===== config.mk =====
export PLATFORM = sky130hd
export DESIGN_NAME = rf_sequencer
export DESIGN_NICKNAME = d
export VERILOG_FILES = /design/src/rtl/rf_sequencer.sv
export SDC_FILE = /design/constraint.sdc
export NUM_CORES = 1
export LEC_CHECK = 0
export CAP_MARGIN = 20
export CORE_UTILIZATION = 53
export DETAILED_ROUTE_END_ITERATION = 8
export GPL_TIMING_DRIVEN = 0
export PLACE_DENSITY = 0.92
export SETUP_SLACK_MARGIN = 0.15
export SYNTH_ARGS = -nofsm -noshare
export SYNTH_HDL_FRONTEND = slang
export SYNTH_SLANG_ARGS = --single-unit

===== constraint.sdc =====
create_clock -name CLK -period 5.15 [get_ports CLK]
set_clock_uncertainty 0.1 [all_clocks]
set_input_delay 1.2875 -clock CLK [delete_from_list [all_inputs] [get_ports CLK]]
set_output_delay 1.2875 -clock CLK [all_outputs]
set_load 0.01 [all_outputs]

===== src/rtl/rf_sequencer.sv =====
// rf_sequencer: arbitrates the register-file port between the core and a
// small command engine (CLEAR range, COPY, SWAP, SUM range into accumulator).
module rf_sequencer #(
    parameter int W = 8,
    parameter int D = 4
) (
    input  logic         CLK,
    input  logic         Reset,
    input  logic         cmd_valid,
    output logic         cmd_ready,
    input  logic [1:0]   cmd_op,
    input  logic [D-1:0] cmd_ra,
    input  logic [D-1:0] cmd_rb,
    output logic         done,
    output logic         err,
    input  logic [D-1:0] core_raddr,
    input  logic [D-1:0] core_waddr,
    input  logic         core_we,
    input  logic [W-1:0] core_wdata,
    output logic         core_stall,
    output logic [D-1:0] rf_raddr,
    output logic [D-1:0] rf_waddr,
    output logic         rf_write_en,
    output logic [W-1:0] rf_data_in,
    input  logic [W-1:0] rf_out_reg
);

    typedef enum logic [2:0] {
        S_IDLE, S_CLR, S_RD, S_XFER, S_WR, S_SUM, S_SUMWR, S_DONE
    } state_t;

    localparam logic [1:0]   OP_CLEAR = 2'b00;
    localparam logic [1:0]   OP_COPY  = 2'b01;
    localparam logic [1:0]   OP_SWAP  = 2'b10;
    localparam logic [1:0]   OP_SUM   = 2'b11;
    localparam logic [D-1:0] ACC_ADDR = '1;

    state_t         state_q, state_d;
    logic [D-1:0]   ptr_q, ptr_d;
    logic [W-1:0]   tmp_q, tmp_d;
    logic [D-1:0]   ra_q, ra_d;
    logic [D-1:0]   rb_q, rb_d;
    logic [1:0]     op_q, op_d;
    logic           err_q, err_d;
    logic           we_raw;
    logic           illegal;

    // Next-state, datapath and port-mux decode; Reset gates all handshakes and writes
    always_comb begin
        state_d    = state_q;
        ptr_d      = ptr_q;
        tmp_d      = tmp_q;
        ra_d       = ra_q;
        rb_d       = rb_q;
        op_d       = op_q;
        err_d      = err_q;
        cmd_ready  = 1'b0;
        done       = 1'b0;
        err        = 1'b0;
        core_stall = (state_q != S_IDLE);
        rf_raddr   = ptr_q;
        rf_waddr   = ptr_q;
        rf_data_in = tmp_q;
        we_raw     = 1'b0;
        illegal    = 1'b0;

        case (state_q)
            S_IDLE: begin
                // The core owns the port for the whole IDLE cycle, including acceptance
                cmd_ready  = 1'b1;
                rf_raddr   = core_raddr;
                rf_waddr   = core_waddr;
                rf_data_in = core_wdata;
                we_raw     = core_we;
                case (cmd_op)
                    OP_CLEAR, OP_SUM: illegal = (cmd_ra > cmd_rb);
                    OP_COPY:          illegal = (cmd_rb == '0);
                    default:          illegal = (cmd_ra == '0) || (cmd_rb == '0);
                endcase
                if (cmd_valid && !Reset) begin
                    ra_d  = cmd_ra;
                    rb_d  = cmd_rb;
                    op_d  = cmd_op;
                    ptr_d = cmd_ra;
                    tmp_d = '0;
                    err_d = illegal;
                    if (illegal) begin
                        state_d = S_DONE;
                    end else begin
                        case (cmd_op)
                            OP_CLEAR: state_d = S_CLR;
                            OP_SUM:   state_d = S_SUM;
                            default:  state_d = S_RD;
                        endcase
                    end
                end
            end
            S_CLR: begin
                // Address 0 is walked over but never written
                rf_waddr   = ptr_q;
                rf_data_in = '0;
                we_raw     = (ptr_q != '0);
                if (ptr_q == rb_q) state_d = S_DONE;
                else               ptr_d   = ptr_q + D'(1);
            end
            S_RD: begin
                rf_raddr = ra_q;
                tmp_d    = rf_out_reg;
                state_d  = (op_q == OP_COPY) ? S_WR : S_XFER;
            end
            S_XFER: begin
                rf_raddr   = rb_q;
                rf_waddr   = ra_q;
                rf_data_in = rf_out_reg;
                we_raw     = 1'b1;
                state_d    = S_WR;
            end
            S_WR: begin
                rf_waddr   = rb_q;
                rf_data_in = tmp_q;
                we_raw     = 1'b1;
                state_d    = S_DONE;
            end
            S_SUM: begin
                // Accumulator is only written in SUMWR, so reading R15 here sees the old value
                rf_raddr = ptr_q;
                tmp_d    = tmp_q + rf_out_reg;
                if (ptr_q == rb_q) state_d = S_SUMWR;
                else               ptr_d   = ptr_q + D'(1);
            end
            S_SUMWR: begin
                rf_waddr   = ACC_ADDR;
                rf_data_in = tmp_q;
                we_raw     = 1'b1;
                state_d    = S_DONE;
            end
            S_DONE: begin
                done    = 1'b1;
                err     = err_q;
                state_d = S_IDLE;
            end
            default: state_d = S_IDLE;
        endcase

        if (Reset) begin
            cmd_ready  = 1'b0;
            done       = 1'b0;
            err        = 1'b0;
            core_stall = 1'b0;
        end
        rf_write_en = we_raw && !Reset;
    end

    // State and datapath registers with synchronous reset
    always_ff @(posedge CLK) begin
        if (Reset) begin
            state_q <= S_IDLE;
            ptr_q   <= '0;
            tmp_q   <= '0;
            ra_q    <= '0;
            rb_q    <= '0;
            op_q    <= '0;
            err_q   <= 1'b0;
        end else begin
            state_q <= state_d;
            ptr_q   <= ptr_d;
            tmp_q   <= tmp_d;
            ra_q    <= ra_d;
            rb_q    <= rb_d;
            op_q    <= op_d;
            err_q   <= err_d;
        end
    end

endmodule

Word-level counts from Yosys, hierarchy flattened
Index checks and enable logic that the tools add are counted.
{"block": "totals", "ff_bits": 26, "inputBits": 38, "word_cells": 70, "output_inout_bits": 21}
{"block": "classes", "muxes": 25, "n_eq_ne": 15, "add_sub_neg": 2, "order_cmp": 1, "n_reduce_logical": 20}
{"operator": "$pmux W8 S3", "count": 2}
{"operator": "$pmux W3 S7", "count": 1}
{"operator": "$pmux W4 S4", "count": 1}
{"operator": "$mux W3", "count": 5}
{"operator": "$eq A3 B3 Y1 const B", "count": 4}
{"operator": "$pmux W4 S3", "count": 1}
{"operator": "$add A8 B8 Y8", "count": 1}
{"operator": "$logic_not A4 Y1", "count": 2}
{"operator": "$mux W1", "count": 8}
{"operator": "$mux W4", "count": 2}
{"operator": "$mux W8", "count": 1}
{"operator": "$ne A2 B2 Y1 const B", "count": 4}
{"operator": "$pmux W4 S2", "count": 1}
{"operator": "$eq A3 B2 Y1 const B", "count": 2}
{"operator": "$pmux W3 S2", "count": 1}
{"operator": "$reduce_and A3 Y1", "count": 2}
{"operator": "$reduce_bool A3 Y1", "count": 2}
{"operator": "$reduce_or A2 Y1", "count": 3}
{"operator": "$add A4 B1 Y4 const B", "count": 1}
{"operator": "$eq A2 B1 Y1 const B", "count": 2}
{"operator": "$eq A4 B4 Y1", "count": 1}
{"operator": "$gt A4 B4 Y1", "count": 1}
{"operator": "$reduce_and A2 Y1", "count": 2}
{"operator": "$reduce_bool A4 Y1", "count": 1}
{"operator": "11 further kinds", "count": 12}

Depth between registers and ports, before layout
Gate-level depths: netlist of the first run.
{"block": "depth", "word_depth": 7, "ltp_mapped": 8, "depth_no_buf": 8}

Worst setup path after synthesis of the first run
No wires, ideal clock.
{"block": "synth_path", "path_kind": "input -> output", "start": "in Reset", "end": "out cmd_ready", "path_buffers": 2, "required_ps": 3763, "t_arrival_ps": 2005, "setup_slack_ps": 1758, "path_stages": 3, "path_cell_list": "clkbuf_1 clkbuf_1 nor2_1"}
{"block": "synth_between", "elab_chain_cells": 1}
{"item": "start: declaration", "line": "8", "rtl": "input logic Reset,"}
{"item": "$mux W1", "line": "145", "rtl": "if (Reset) begin"}
{"item": "end: declaration", "line": "10", "rtl": "output logic cmd_ready,"}
No other way between the ends.

Worst setup path after layout of the first run
{"block": "layout_path", "start": "in Reset", "end": "out core_stall"}
{"block": "layout_between", "elab_chain_cells": 1}
{"item": "$mux W1", "line": "145"}
{"item": "end: declaration", "line": "20", "rtl": "output logic core_stall,"}
No other way between the ends.

==> results by group, run 1 <==
Critical path
  • Worst path required time: 3.76 ns
  • RR Startpoint: tmp_q[0]$_SDFFE_PP0P_
  • Worst Path Arrival: 3.45 ns
  • Crit. End Element: output pin
  • Max FO, Critical Path: 10
  • Worst R2R End: tmp_q[6]$_SDFFE_PP0P_
  • Reg2reg path depth: 8
  • Startpoint Class: primary input
  • Reg-to-reg slack, setup: 2.99 ns
  • CP Class: primary input to output pin

STA
  • Final setup fails: 0
  • Slew Viols, Final: 0
  • Worst-Margin Slew: 0.7047 ns
  • Crit share post-route: 93.95%
  • WHS: 0.4000 ns
  • Final WS setup: 0.3117 ns
  • Relative slew slack: 52.84%
  • Count of final hold-check violations: 0
  • Setup_tns: 0 ns
  • Max Fclk: 206.7 MHz
  • RSZ-0062 raised after global routing: false
  • Period minus WS final: 4.838 ns

Power and ir drop
  • Clock network power share: 8.6%
  • Logic pwr share: 69.1%
  • PnR Total Power: 0.001394 W
  • VDD IR-drop max: 315.5 uV
  • Sequential power share: 22.2%
  • Sw frac: 46.66%
  • Leakage: 1.176 nW
  • Psw: 0.0006503 W
  • Pint: 0.0007435 W
  • Pwr Density: 470.8 mW/mm^2

Die
  • Top-level port count: 59
  • Die Footprint: 0.004560 mm^2
  • Initial Util: 56.09%
  • Area of the core: 0.004058 mm^2
  • Die Y: 67.53 um
  • Chip width: 67.53 um
  • Rows: 23

Place
  • RD Place Congestion: 0.9356
  • Placed insts: 409
  • IO Port Bufs: 58
  • Pre-CTS setup slack: 0.3353 ns
  • HPWL after DPL: 5.120 mm

Worst hold path
  • Worst min-delay path class: register to register
  • WHS Endpoint: ra_q[0]$_SDFFE_PP0P_
  • Hold Path Cell Cnt: 2
  • Hold Startpoint: ra_q[0]$_SDFFE_PP0P_

Route
  • Post-route ant nets: 0
  • Routed len/inst: 16.47 um
  • Final WL: 6.786 mm
  • DR vias/cell: 6.354
  • First-pass DRT Iterations: 5
  • DRC: 0
  • Routed vias: 2618
  • DRT iter0 DRCs: 208

Global routing
  • Antenna violations before repair: 0
  • GR Util All Layers: 31.37%
  • Vias in the first global route: 2443
  • First-pass GRT wire length: 10.88 mm
  • Grt ovf: 0
  • Pin count of the biggest net entering global routing: 14

Synthesis
  • Area contributors post-synth: dfxtp_1, ha_1, nand2_1
  • Synth Register Bits: 26
  • Count of cell types in the netlist: 57
  • Area share of the largest cell type after synthesis: 22.87%
  • Cell taking the most area after synthesis: dfxtp_1
  • Top_reg_cell synth: dfxtp_1
  • EDFF count, synth: 0
  • Synth warn: 0
  • Avg Cell Area, Syn: 7.561 um^2
  • Sequential fraction of the synthesis area: 22.87%
  • Synth Net Count: 356
  • Post-Syn Instances: 301
  • Mapped Area: 0.002276 mm^2
  • Synth async-reset ratio: 0%

Final layout
  • Commonest non-fill, non-tap cell in the layout: clkdlybuf4s50_1
  • Commonest non-fill, non-tap cells in the layout: clkdlybuf4s50_1, nand2_1, nor2_1
  • P&R area growth vs syn: 30.07%
  • Layout cell share with drive strength beyond 1: 6.906%
  • Ant. Diodes: 0
  • Nets: 419
  • Number of non-filler instances in the completed layout: 412

Clock tree
  • Post-CTS Setup Inserts: 0
  • Total CTS buffers: 3
  • Clock Latency Late Sink: 0.27 ns
  • Deepest clock path buffer count: 2
  • CTS resizes: 0
  • CTS root buf: clkbuf_8
  • Clk sinks: 26
  • Clk slew on worst S/H paths: 0.09 ns
  • Hold_buf cts: 0
  • CTS tree: built
  • Htree depth: 1

Flow run
  • Max-Cap Viols: 0

Run status
  • Status: completed
power by group through the flow:
stage          combinational, W  clock [W]  sequential (W)
4_1_cts                0.000952   0.000117        0.000308
3_3_place_gp           0.000922          0        0.000308
6_report               0.000963   0.000121        0.000310
5_1_grt                 0.00104   0.000127        0.000316
3_5_place_dp           0.000942          0        0.000312
2_1_floorplan          0.000612          0        0.000296
Yosys cell counts (7+ instances only):
| cell type | n |
|---|---|
| nand2_1 | 42 |
| nor2_1 | 28 |
| dfxtp_1 | 26 |
| o21ai_0 | 24 |
| a21oi_1 | 16 |
| ha_1 | 16 |
| inv_1 | 16 |
| a22oi_1 | 10 |
| nor3_1 | 10 |
| o211ai_1 | 10 |
| clkbuf_1 | 7 |
state kept, by name, summed over array words and instances, names as in the netlist:
register  count
err_q         1
op_q          2
ptr_q         4
ra_q          4
rb_q          4
state_q       3
tmp_q         8
final cells by class:
| cell class | instances | area (um^2) |
|---|---|---|
| multi-input cells | 241 | 1583 |
| fillers | 346 | 1097 |
| repair buffers | 58 | 580.6 |
| flip-flops and latches | 26 | 520.5 |
| plain buffers | 16 | 105.1 |
| inverters | 18 | 67.56 |
| well taps | 50 | 62.56 |
| clock buffers | 3 | 41.29 |
how the worst max path moves through the flow:
stage,start,end,slack [ns],cells past startpoint
floorplan,Reset,cmd_ready,1.76,3
global placement,Reset,core_stall,0.33,5
detailed placement,Reset,core_stall,0.34,5
CTS,Reset,core_stall,0.33,5
global route,Reset,rf_write_en,0.25,5
finish,Reset,core_stall,0.31,5
routing by layer:
layer,global-route usage (%),wire [um],vias up
met5,0,0,-
met4,16.22,212,0
met3,2.703,530,21
met2,53.34,3271,156
met1,38.94,2772,1216
li1,-,-,1225
worst max-delay path, cell delays in order:
cell and delay, ns:
clkdlybuf4s50_1 0.55, clkbuf_1 0.44, clkbuf_1 0.54, nor2_1 0.12
clkdlybuf4s50_1 0.51
kinds of logic (layout without fill, tap and decap cells):
logic type | count (synthesis) | in the layout | share of synthesized area, %
adder cells (fa/ha/maj) | 17 | 17 | 9.676
flip-flops | 26 | 26 | 22.87
AND/OR/NAND/NOR | 115 | 115 | 25.56
XOR/XNOR | 6 | 6 | 2.309
multiplexers | 6 | 6 | 2.639
AO/OA/AOI/OAI | 97 | 97 | 29.36
buffers and inverters | 34 | 95 | 7.586
through the flow:
step                      util [%]  area (um^2)
after floorplan                  -         2276
after global placement       71.94         2919
after detailed placement     71.94         2919
after CTS                    72.96         2960
after global routing         72.96         2960
final                        72.96         2960
Power figures use the tool's default switching activity.
==> run 2: changes to the inputs <==
Settings changed: PLACE_DENSITY 0.92 to 0.94.
==> run 2 against run 1 <==
Global-route usage grew 1.3 points. Final area up 0.46%. Clock power increased by 16%. Non-clock buffer count stayed put. Worst setup slack worse by 0.021 ns. Register-to-register slack is essentially flat. Sequential share of layout area shrank 0.081 points. Total power up 1.0%. Critical path type unchanged. Largest power group unchanged.
==> results by group, run 2 (synthesized netlist as in run 1, its figures left out) <==
Critical path
  • Crit path cell chain: clkdlybuf4s50_1, clkbuf_1, clkbuf_1, nor2_1, clkdlybuf4s50_1
  • CP max stage delay: 0.54 ns
  • Crit. End Element: output pin
  • Worst Path Arrival: 3.47 ns
  • Slowest CP cell: clkdlybuf4s50_1
  • Worst path required time: 3.76 ns
  • Startpoint Class: primary input
  • CP Class: primary input to output pin
  • Max FO, Critical Path: 10

Die
  • Initial Util: 56.09%
  • Die Footprint: 0.004560 mm^2
  • Rows: 23
  • Die Y: 67.53 um
  • Area of the core: 0.004058 mm^2
  • Chip width: 67.53 um
  • Top-level port count: 59

STA
  • Period minus WS final: 4.859 ns
  • RSZ-0062 raised after global routing: false
  • Final setup fails: 0
  • Worst-Margin Slew: 0.7401 ns
  • Final WS setup: 0.2906 ns
  • Relative slew slack: 50.48%
  • Slew Viols, Final: 0
  • Count of final hold-check violations: 0
  • Setup_tns: 0 ns
  • Max Fclk: 205.8 MHz
  • Crit share post-route: 94.36%

Route
  • DR vias/cell: 6.295
  • First-pass DRT Iterations: 5
  • Routed vias: 2600
  • DRC: 0
  • Final WL: 6.804 mm
  • Routed len/inst: 16.47 um
  • DRT iter0 DRCs: 234
  • Post-route ant nets: 0

Clock tree
  • Clk sinks: 26
  • CTS tree: built
  • CTS resizes: 0
  • Total CTS buffers: 3
  • Clock Latency Late Sink: 0.28 ns
  • Htree depth: 1
  • Post-CTS Setup Inserts: 0
  • Hold_buf cts: 0
  • Deepest clock path buffer count: 2
  • Clk slew on worst S/H paths: 0.09 ns
  • CTS root buf: clkbuf_8

Final layout
  • Register area: 520.5 um^2
  • Nets: 419
  • Filler cell count: 312
  • Layout cell share with drive strength beyond 1: 7.163%
  • Final Util: 73.30%
  • Commonest non-fill, non-tap cells in the layout: clkdlybuf4s50_1, nand2_1, nor2_1
  • Commonest non-fill, non-tap cell in the layout: clkdlybuf4s50_1
  • P&R area growth vs syn: 30.68%
  • Area of the multi-input gates: 0.001583 mm^2
  • Final instance area: 0.002974 mm^2
  • Ant. Diodes: 0
  • Max reg flops: 8
  • Most flops, register: tmp_q

Global routing
  • GR Util All Layers: 32.65%
  • Antenna violations before repair: 0
  • First-pass GRT wire length: 11.18 mm
  • Pin count of the biggest net entering global routing: 15
  • Vias in the first global route: 2468
  • Grt ovf: 0

Power and ir drop
  • VDD IR-drop max: 364.9 uV
  • Leakage: 1.183 nW
  • PnR Total Power: 0.001408 W
  • Pwr Density: 473.5 mW/mm^2

Place
  • Pre-CTS setup slack: 0.3547 ns
  • HPWL after DPL: 5.038 mm
  • IO Port Bufs: 58
  • RD Place Congestion: 0.9537
  • Placed Area: 0.002919 mm^2

Flow run
  • Max-Cap Viols: 0

Worst hold path
  • Worst min-delay path class: register to register

Run status
  • Status: completed
## run 2: cell count changes in the layout (fill, tap and decap cells not counted)
cell	delta
clkbuf_8	+1
## run 2: area by class of cell
cell class,count,share of cell area (%)
inverters,18,2.272
flip-flops and latches,26,17.50
multi-input cells,241,53.22
plain buffers,16,3.534
repair buffers,58,19.52
well taps,50,2.103
clock buffers,4,1.851
## run 2: final timing paths
kind / from / to / slack [ns] / depth (start not counted)
worst min register to register: ra_q[0]$_SDFFE_PP0P_ / ra_q[0]$_SDFFE_PP0P_ / 0.39 / 2
worst max register to register: tmp_q[0]$_SDFFE_PP0P_ / tmp_q[6]$_SDFFE_PP0P_ / 2.99 / 8
worst min-delay path: ra_q[0]$_SDFFE_PP0P_ / ra_q[0]$_SDFFE_PP0P_ / 0.39 / 2
worst max-delay path: Reset / core_stall / 0.29 / 5
## run 2: metrics by stage
stage | hold slack (ns) | std cells
2_1_floorplan | 0.3350 | 301
3_3_place_gp | 0.3693 | 409
3_5_place_dp | 0.3803 | 409
4_1_cts | 0.3931 | 413
5_1_grt | 0.4324 | 413
6_report | 0.3897 | 413
## run 2: critical path, delay by kind of cell
kind          cells  cell delay, ns
simple gates      1            0.14
buf+inv           4            2.05
## run 2: where the power goes
group / switching [W] / internal [W] / total (W)
Clock: 0.0000709 / 0.0000687 / 0.000140
Sequential: 0.0000553 / 0.000255 / 0.000310
Combinational: 0.000523 / 0.000436 / 0.000959
## run 2: routing by layer
layer	share of wire [%]	track usage, %	up-vias
li1	-	-	1227
met1	42	39.59	1234
met2	50	56.93	124
met3	6.2	3.716	15
met4	2.3	14.89	0
met5	0	0	-
==> run 3: changes to the inputs <==
Settings changed: REMOVE_ABC_BUFFERS set to 1.
==> run 3 against run 2 <==
Final cell count decreased by 3.9%. Utilization down 2.3 points. Wire length is 11% lower. Via count shrank 7.0%. Clock-buffer cell count down 1.
==> results by group, run 3 (synthesized netlist as in run 1, its figures left out) <==
Clock tree
  • Post-CTS Setup Inserts: 0
  • Total CTS buffers: 3
  • CTS root buf: clkbuf_8
  • Hold_buf cts: 0
  • Deepest clock path buffer count: 2
  • CTS tree: built
  • Clock Latency Late Sink: 0.27 ns
  • Htree depth: 1
  • Clk sinks: 26
  • Clk slew on worst S/H paths: 0.09 ns

Power and ir drop
  • Leakage: 1.133 nW
  • PnR Total Power: 0.001318 W
  • VDD IR-drop max: 288.3 uV
  • Pwr Density: 457.5 mW/mm^2

Critical path
  • CP Class: primary input to output pin
  • Startpoint Class: primary input
  • Slowest CP cell: dlygate4sd2_1
  • Crit. End Element: output pin
  • Worst path required time: 3.76 ns
  • Max FO, Critical Path: 23
  • Worst Path Arrival: 3.48 ns
  • Crit path cell chain: dlygate4sd2_1, inv_1, and3_1, and2_1, clkdlybuf4s50_1
  • CP max stage delay: 0.81 ns

Run status
  • Status: completed

STA
  • Crit share post-route: 94.53%
  • Relative slew slack: 37.17%
  • Final WS setup: 0.2815 ns
  • Worst-Margin Slew: 0.9389 ns
  • Final setup fails: 0
  • Setup_tns: 0 ns
  • Max Fclk: 205.4 MHz
  • Slew Viols, Final: 0
  • Period minus WS final: 4.868 ns
  • Count of final hold-check violations: 0
  • RSZ-0062 raised after global routing: false

Route
  • First-pass DRT Iterations: 5
  • Post-route ant nets: 0
  • DRT iter0 DRCs: 168
  • Routed len/inst: 15.22 um
  • Routed vias: 2418
  • DRC: 0
  • Final WL: 6.041 mm
  • DR vias/cell: 6.091

Place
  • Placed Area: 0.002814 mm^2
  • Pre-CTS setup slack: -0.01345 ns
  • HPWL after DPL: 4.406 mm
  • IO Port Bufs: 58
  • RD Place Congestion: 0.9375

Final layout
  • Max reg flops: 8
  • Nets: 404
  • Final instance area: 0.002882 mm^2
  • Most flops, register: tmp_q
  • Commonest non-fill, non-tap cells in the layout: clkdlybuf4s50_1, nand2_1, nor2_1
  • P&R area growth vs syn: 26.61%
  • Filler cell count: 334
  • Commonest non-fill, non-tap cell in the layout: clkdlybuf4s50_1
  • Ant. Diodes: 0
  • Layout cell share with drive strength beyond 1: 4.899%

Die
  • Chip width: 67.53 um
  • Initial Util: 56.09%
  • Die Y: 67.53 um
  • Top-level port count: 59
  • Area of the core: 0.004058 mm^2
  • Die Footprint: 0.004560 mm^2
  • Rows: 23

Global routing
  • First-pass GRT wire length: 9.784 mm
  • Antenna violations before repair: 0
  • GR Util All Layers: 27.80%
  • Grt ovf: 0
  • Vias in the first global route: 2208
  • Pin count of the biggest net entering global routing: 36

Worst hold path
  • Worst min-delay path class: register to register

Flow run
  • Max-Cap Viols: 0
[run 3: what timing repair did]
item	in CTS	in global routing
resized for setup	1	0
endpoints found under the hold margin	0	0
setup endpoints to repair	2	0
[run 3: final timing paths]
kind	from	endpoint	slack [ns]	cells after the start
worst min register to register	ra_q[0]$_SDFFE_PP0P_	ra_q[0]$_SDFFE_PP0P_	0.37	2
worst max-delay path	Reset	err	0.28	5
worst max register to register	tmp_q[0]$_SDFFE_PP0P_	tmp_q[6]$_SDFFE_PP0P_	2.86	8
worst min-delay path	ra_q[0]$_SDFFE_PP0P_	ra_q[0]$_SDFFE_PP0P_	0.37	2
[run 3: cell type report]
type                            instances  area [um^2]  share of cell area, %
Clock buffer                            3        41.29                  1.433
Inverter                               18        67.56                  2.345
Multi-Input combinational cell        241         1583                  54.93
Sequential cell                        26        520.5                  18.06
Tap cell                               50        62.56                  2.171
Timing Repair Buffer                   59        606.8                  21.06
[run 3: routing by layer]
metal,part of all wire (%),GRT usage [%],up-vias
met5,0,0,-
li1,-,-,1206
met2,49,47.77,83
met3,6.6,3.547,9
met4,1.2,7.447,0
met1,43,36.10,1120
[run 3: critical path: cells and delay by family]
family,cells,cell delay (ns)
buffers and inverters,3,1.73
and+or+nand+nor,2,0.46
[run 3: per-stage QoR]
step / util [%] / cells / hold WS (ns)
after floorplan: - / 285 / 0.3350
after global placement: 69.35 / 393 / 0.3526
after detailed placement: 69.35 / 393 / 0.3555
after CTS: 70.34 / 396 / 0.3687
after global routing: 71.01 / 397 / 0.3772
final: 71.01 / 397 / 0.3704
[run 3: where the power goes]
group          internal [W]  switching, W
Sequential         0.000255     0.0000952
Combinational      0.000406      0.000444
Clock             0.0000526     0.0000663
Total              0.000713      0.000605
